$ cat config.mk
export PLATFORM = sky130hd
export DESIGN_NAME = ser_tx_arb
export DESIGN_NICKNAME = d
export VERILOG_FILES = /design/src/rtl/ser_tx_pkg.sv /design/src/rtl/shift_core.sv /design/src/rtl/ser_tx_arb.sv
export SDC_FILE = /design/constraint.sdc
export NUM_CORES = 1
export LEC_CHECK = 0
export ABC_AREA = 0
export ABC_CLOCK_PERIOD_IN_PS = 2600
export CORE_MARGIN = 5
export CORE_UTILIZATION = 40
export DETAILED_ROUTE_END_ITERATION = 10
export HOLD_SLACK_MARGIN = 0.05
export PLACE_DENSITY = 0.73
export RECOVER_POWER = 50
export SYNTH_ARGS = -nofsm -noshare
export SYNTH_HDL_FRONTEND = slang
export SYNTH_SLANG_ARGS = --single-unit
$ cat constraint.sdc
create_clock -name clk -period 2.6 [get_ports clk]
set_input_delay 0.52 -clock clk [delete_from_list [all_inputs] [get_ports clk]]
set_output_delay 0.52 -clock clk [all_outputs]
set_load 0.005 [all_outputs]
$ cat src/rtl/ser_tx_pkg.sv
// rtl/ser_tx_pkg.sv - shared FSM state and shifter select encodings for ser_tx_arb
package ser_tx_pkg;

    typedef enum logic {
        ST_IDLE  = 1'b0,
        ST_SHIFT = 1'b1
    } state_t;

    localparam logic [1:0] SEL_HOLD  = 2'b00;
    localparam logic [1:0] SEL_LOAD  = 2'b01;
    localparam logic [1:0] SEL_SHIFT = 2'b10;
    localparam logic [1:0] SEL_CLR   = 2'b11;

endpackage

$ cat src/rtl/shift_core.sv
// rtl/shift_core.sv - WIDTH-bit parallel-load, right-shift register with 2-bit select
module shift_core
    import ser_tx_pkg::*;
#(
    parameter int WIDTH = 4
) (
    input  logic             clk,
    input  logic             rst_n,
    input  logic [1:0]       i_sel,
    input  logic [WIDTH-1:0] i_data,
    output logic             o_bit0
);

    logic [WIDTH-1:0] r_q;

    // Hold, load, shift toward bit 0 with zero fill, or clear
    always_ff @(posedge clk or negedge rst_n) begin
        if (!rst_n) begin
            r_q <= '0;
        end else begin
            case (i_sel)
                SEL_LOAD:  r_q <= i_data;
                SEL_SHIFT: r_q <= r_q >> 1;
                SEL_CLR:   r_q <= '0;
                default:   r_q <= r_q;
            endcase
        end
    end

    assign o_bit0 = r_q[0];

endmodule

$ cat src/rtl/ser_tx_arb.sv
// rtl/ser_tx_arb.sv - round-robin arbiter feeding one LSB-first serial shifter
module ser_tx_arb
    import ser_tx_pkg::*;
#(
    parameter  int NREQ  = 4,
    parameter  int WIDTH = 4,
    localparam int OW    = (NREQ > 1) ? $clog2(NREQ) : 1,
    localparam int CW    = (WIDTH > 1) ? $clog2(WIDTH) : 1
) (
    input  logic                  clk,
    input  logic                  rst_n,
    input  logic [NREQ-1:0]       req,
    input  logic [NREQ*WIDTH-1:0] data,
    input  logic                  abort,
    output logic [NREQ-1:0]       ack,
    output logic [OW-1:0]         owner,
    output logic                  sout,
    output logic                  sout_valid,
    output logic                  frame_last,
    output logic                  busy
);

    state_t          r_state;
    logic [CW-1:0]   r_bit_cnt;
    logic [OW-1:0]   r_owner;
    logic [OW-1:0]   r_last_owner;
    logic [NREQ-1:0] r_ack;

    logic             w_any;
    logic             w_last_bit;
    logic             w_grant;
    logic             w_found;
    logic [OW-1:0]    w_winner;
    logic [OW-1:0]    w_idx;
    logic [WIDTH-1:0] w_word;
    logic [1:0]       w_sel;
    logic             w_bit0;

    assign w_any      = |req;
    assign w_last_bit = (r_state == ST_SHIFT) && (r_bit_cnt == CW'(WIDTH - 1));
    // A new frame may start from IDLE or on the edge that ends the final bit
    assign w_grant    = !abort && w_any && ((r_state == ST_IDLE) || w_last_bit);
    assign w_word     = data[int'(w_winner)*WIDTH +: WIDTH];

    // Round-robin search upward starting just after the previous owner
    always_comb begin
        w_found  = 1'b0;
        w_winner = '0;
        w_idx    = '0;
        for (int k = 1; k <= NREQ; k++) begin
            w_idx = OW'((int'(r_last_owner) + k) % NREQ);
            if (!w_found && req[w_idx]) begin
                w_found  = 1'b1;
                w_winner = w_idx;
            end
        end
    end

    // Shifter select: abort clears, a grant loads, an active frame shifts
    always_comb begin
        w_sel = SEL_HOLD;
        if (abort) begin
            w_sel = SEL_CLR;
        end else if (w_grant) begin
            w_sel = SEL_LOAD;
        end else if (r_state == ST_SHIFT) begin
            w_sel = SEL_SHIFT;
        end
    end

    shift_core #(
        .WIDTH (WIDTH)
    ) u_shift_core (
        .clk    (clk),
        .rst_n  (rst_n),
        .i_sel  (w_sel),
        .i_data (w_word),
        .o_bit0 (w_bit0)
    );

    // Two-state frame FSM with bit counter, ownership and the ack pulse
    always_ff @(posedge clk or negedge rst_n) begin
        if (!rst_n) begin
            r_state      <= ST_IDLE;
            r_bit_cnt    <= '0;
            r_owner      <= '0;
            r_last_owner <= OW'(NREQ - 1);
            r_ack        <= '0;
        end else begin
            r_ack <= '0;
            if (abort) begin
                r_state   <= ST_IDLE;
                r_bit_cnt <= '0;
            end else if (w_grant) begin
                r_state      <= ST_SHIFT;
                r_bit_cnt    <= '0;
                r_owner      <= w_winner;
                r_last_owner <= w_winner;
                r_ack        <= NREQ'(1) << w_winner;
            end else if (r_state == ST_SHIFT) begin
                if (w_last_bit) begin
                    r_state   <= ST_IDLE;
                    r_bit_cnt <= '0;
                end else begin
                    r_bit_cnt <= r_bit_cnt + CW'(1);
                end
            end
        end
    end

    assign ack        = r_ack;
    assign owner      = r_owner;
    assign sout_valid = (r_state == ST_SHIFT);
    assign sout       = (r_state == ST_SHIFT) && w_bit0;
    assign frame_last = w_last_bit;
    assign busy       = (r_state == ST_SHIFT);

endmodule

# Word level (Yosys, flattened, before mapping)
# Index checks and enable logic that the tools add are counted.
# totals
word_cells,68
output_inout_bits,10
ff_bits,15
inputBits,23
# op_classes
n_addsub,5
magnitude_cmp,4
mux,29
eq_ne,4
n_shift,2
n_bitwise,2
reduce_logical,16
# op_table
cell,count
2-bit 2-to-1 mux,11
16-bit by 5-bit variable part select with 4-bit output,1
2-bit by 3-bit less-than comparator with 1-bit output (second input constant),4
4-bit case mux with 3 select lines,1
1-bit 2-to-1 mux,11
1-bit binary-select mux with 2-bit select,4
4-bit 2-to-1 mux,2
1-bit logical AND,7
2-bit by 1-bit adder with 2-bit output (second input constant),3
2-bit equality test (second input constant),3
3-bit nonzero test,2
2-bit adder (second input constant),2
1-bit zero test,4
4-bit OR reduction,1
1-bit by 2-bit left shift with 4-bit output (first input constant),1
2-bit by 1-bit equality test with 1-bit output (second input constant),1
1-bit NOT,2
2-bit AND reduction,1
1-bit logical OR,1

# Logic depth before layout (Yosys ltp)
# depth
ltp_word,16
ltp_mapped,7
depth_no_buf,6

# Hierarchy
# Synthesis repeated with hierarchy kept, for this count alone.
# unflattened
hier_cells,82
area_unflattened_um2,893.4
# modules_own_cells
module,cells_each,seq_area_each_um2,n_inst,area_each_um2
ser_tx_arb,68,277.8,1,711.9
shift_core,14,100.1,1,181.4

# Least setup slack after synthesis
# Ideal clock, no wire load.
# synth_timing
kind,input port to flip-flop
from,in req[3]
to,reg u_shift_core.r_q[0]
stages,6
setup_slack_ns,0.742
required_ns,2.474
t_arrival_ns,1.732
setup_time_ns,0.126
path_buffers,1
cell_sequence,nor2b_1 a21oi_2 o221ai_2 buf_6 mux2_4 a221o_1
# synth_between
elab_chain_len,14
word_cells_on_any_way,32
cone_classes,eq/ne: 3; shift: 1; mux: 18; reduce/logical: 10
# synth_lines
item,line_no,text
from (decl),ser_tx_arb.sv:12,"input logic [NREQ-1:0] req,"
1-bit binary-select mux with 2-bit select,ser_tx_arb.sv:52,if (!w_found && req[w_idx]) begin
1-bit 2-to-1 mux (not written as such),ser_tx_arb.sv:52,
1-bit 2-to-1 mux,ser_tx_arb.sv:52,
1-bit zero test,ser_tx_arb.sv:52,
1-bit logical AND,ser_tx_arb.sv:52,
1-bit 2-to-1 mux,ser_tx_arb.sv:52,
1-bit zero test,ser_tx_arb.sv:52,
1-bit logical AND,ser_tx_arb.sv:52,
1-bit 2-to-1 mux,ser_tx_arb.sv:52,
1-bit zero test,ser_tx_arb.sv:52,
1-bit logical AND,ser_tx_arb.sv:52,
2-bit 2-to-1 mux,ser_tx_arb.sv:52,
16-bit by 5-bit variable part select with 4-bit output,ser_tx_arb.sv:43,assign w_word = data[int'(w_winner)*WIDTH +: WIDTH];
4-bit case mux with 3 select lines,shift_core.sv:21,case (i_sel)
to (signal assigned),shift_core.sv:22,SEL_LOAD: r_q <= i_data;
to (signal assigned),shift_core.sv:23,SEL_SHIFT: r_q <= r_q >> 1;
to (signal assigned),shift_core.sv:25,default: r_q <= r_q;
to (decl),shift_core.sv:14,logic [WIDTH-1:0] r_q;
# Parallel ways exist; a longest one is shown, timed or not. The select of a mux whose other input is x is not followed.
# A chain may end at the register's enable or synchronous reset.

# Worst setup path after layout
# layout_timing
from,in req[3]
to,reg u_shift_core.r_q[1]
# The elaborated chain is that of the path after synthesis.

==> summary.txt <==
Synth
  • Yosys warns: 0
  • Ys async rst share: 1.00
  • Mean Syn Cell Area: 10.3 sq um
  • Main flop type after synthesis: dfrtp_1
  • Yosys cell types: 36
  • Most instantiated cells after synthesis: nor2_1 (17), dfrtp_1 (13), mux2_2 (7)
  • Post-Syn Area: 961 sq um
  • Yosys reg bits: 15
  • Post-synth EDFFs: 0
  • Mapped Cells: 93
  • Synth top area share: 0.339
  • Leading area contributor after synthesis: dfrtp_1
  • Most common cell in the synthesized netlist: nor2_1
  • Syn nets: 117
  • Register area share after synthesis: 0.393
  • Top post-synthesis cells by area: dfrtp_1 (34%), mux2_2 (8.2%), nor2_1 (6.6%)

GRT
  • Vias in the first global route: 861
  • Tot GR Track Use: 0.142
  • Remaining Overflow, GRT: 0
  • Met3 Track Usage GR: 0.0523
  • Initial antenna violation count: 0
  • Largest net degree at the start of global routing: 16
  • Met2 Use GR: 0.238
  • Met1 Use GR: 0.175
  • GR peak layer: met2
  • First-pass GRT wire length: 3840 um

Floorplanning
  • Starting Density: 0.426
  • I/O Pins: 33
  • Chip height: 59.0 um
  • Floorplan Core Area: 0.00225 sq mm
  • FP Rows: 17
  • Die Wd: 59.0 um
  • Die Area: 0.00348 sq mm

Run
  • Max Cap Violations: 0

Place
  • Dpl cell area: 0.00134 sq mm
  • DP Wirelength: 1780 um
  • Routability congestion estimate: 0.792
  • # port buffers: 32

Min path
  • Worst min path class: reg -> reg

Critical path
  • Crit-path max FO: 4
  • Worst EP arrival: 2.47 ns
  • Crit Path Class: in -> reg
  • CP Capture Type: register
  • Startpoint Class: input pin
  • WP data required: 2.77 ns

Drt
  • Post-DRT Antenna Nets: 0
  • Via count: 807
  • Detailed Routing Iterations Pass 1: 4
  • Initial detailed-routing violation count: 10
  • Detailed Route WL: 2300 um
  • Wire length per cell: 14.6 um
  • Vias per cell: 5.11
  • DRC Markers: 0

Clocking
  • Hold Buf Count CTS: 0
  • CTS Buf Count: 3
  • Clock Path Buffers: 2
  • Root Buffer: clkbuf_4
  • H-tree depth: 1
  • Resize count post-CTS: 0
  • Clk slew on worst S/H paths: 0.09 ns
  • CTS tree: yes
  • Worst skew pair latency: 0.29 ns
  • # clock sinks: 15
  • Post-CTS setup buffer count: 0

Run status
  • Status: finished, final reports clean

Layout
  • Layout cells sized above 1: 0.238
  • Post-Layout Inst Area: 0.00135 sq mm
  • N_diodes: 0
  • Post-layout nets: 155
  • Area grow syn2layout: 40.6%

Timing
  • Slew Viols, Final: 0
  • FMAX: 434 MHz
  • Rel. slew slack: 0.516
  • Setup TNS: 0 ns
  • Hold WS: 0.510 ns
  • Tightest Pin Transition: 0.723 ns
  • RSZ-0062 raised after global routing: no
  • Final Hold Vio Count: 0
  • Final Critical Period: 2.30 ns
  • Worst clock skew: 0.00702 ns
  • Final setup fails: 0
  • Final worst path period share: 0.886

Power and ir drop
  • Power Density: 502 mW/mm^2
  • Static leakage: 0.605 nW
  • VDD IR max: 331 uV
  • Overall power: 679 uW
==> per-layer routing <==
layer	vias up	routed length, um	part of all wire
li1	403	-	-
met3	0	158	0.069
met4	0	0	0
met5	-	0	0
met2	26	1130	0.49
met1	378	1010	0.44
==> critical path, stage by stage <==
cell and delay [ns]:
clkdlybuf4s50_1 0.45, buf_4 0.16, nor4_1 0.38, clkbuf_1 0.22
nor3b_1 0.08, o21ai_1 0.24, nor2_1 0.09, a221o_1 0.33
==> final cells by class <==
class / count / area (sq um)
tap: 28 / 35.0
sequential: 15 / 378
inverter: 2 / 7.51
clock inverter: 1 / 5.00
timing repair buffer: 38 / 374
fill: 201 / 903
multi-input combinational: 71 / 529
clock buffer: 3 / 22.5
==> kinds of logic (layout without fill, tap and decap cells) <==
| kind of cell | count (synthesis) | in the layout | synth area share |
|---|---|---|---|
| AND/OR/NAND/NOR | 40 | 40 | 0.240 |
| AO/OA/AOI/OAI | 17 | 17 | 0.148 |
| flip-flops | 15 | 15 | 0.393 |
| multiplexers | 13 | 13 | 0.165 |
| buffers and inverters | 7 | 44 | 0.0404 |
| adder cells (fa/ha/maj) | 1 | 1 | 0.0130 |
==> flip-flops by register name (all words and copies together) (netlist names) <==
register	flops
ack	4
busy	1
r_last_owner	2
u_shift_core.r_q	4
owner	2
r_bit_cnt	2
==> path summary, 6_finish.rpt <==
kind / start / to / slack (ns) / cells after the start
setup / recovery: req[3] / u_shift_core.r_q[1] / 0.30 / 8
hold / removal: owner[1] / owner[1] / 0.51 / 1
setup reg to reg: r_last_owner[1] / u_shift_core.r_q[1] / 0.57 / 6
hold reg to reg: owner[1] / owner[1] / 0.51 / 1
max in group asynchronous: rst_n / busy / 1.42 / 1
min in group asynchronous: rst_n / owner[1] / 0.72 / 1
==> through the flow <==
step	utilization	setup WS, ns	instances
2_1_floorplan	-	0.742	93
3_3_place_gp	0.595	0.152	154
3_5_place_dp	0.595	0.0440	154
4_1_cts	0.608	0.359	158
5_1_grt	0.599	0.211	158
6_report	0.599	0.297	158
==> layout by cell type (no fill, tap or decap), types with 2 or more instances in the layout <==
cell	netlist	final
mux2_4	4	4
nor2_1	17	17
dlygate4sd3_1	0	3
mux2i_1	2	2
nor2b_1	3	3
inv_1	2	2
a21oi_1	3	3
a221o_1	4	4
clkdlybuf4s50_1	0	29
nand3_1	2	2
and2_1	3	3
a22oi_1	4	4
clkbuf_4	0	3
buf_4	1	4
nand2_1	2	2
nand2b_1	3	3
mux2_2	7	7
dfrtp_1	13	13
dfstp_2	2	2
==> power breakdown <==
part / internal (mW) / switching [mW]
Sequential: 0.269 / 0.0282
Combinational: 0.154 / 0.0926
Clock: 0.0572 / 0.0775
Note: power is estimated with default switching activity, not from simulation.
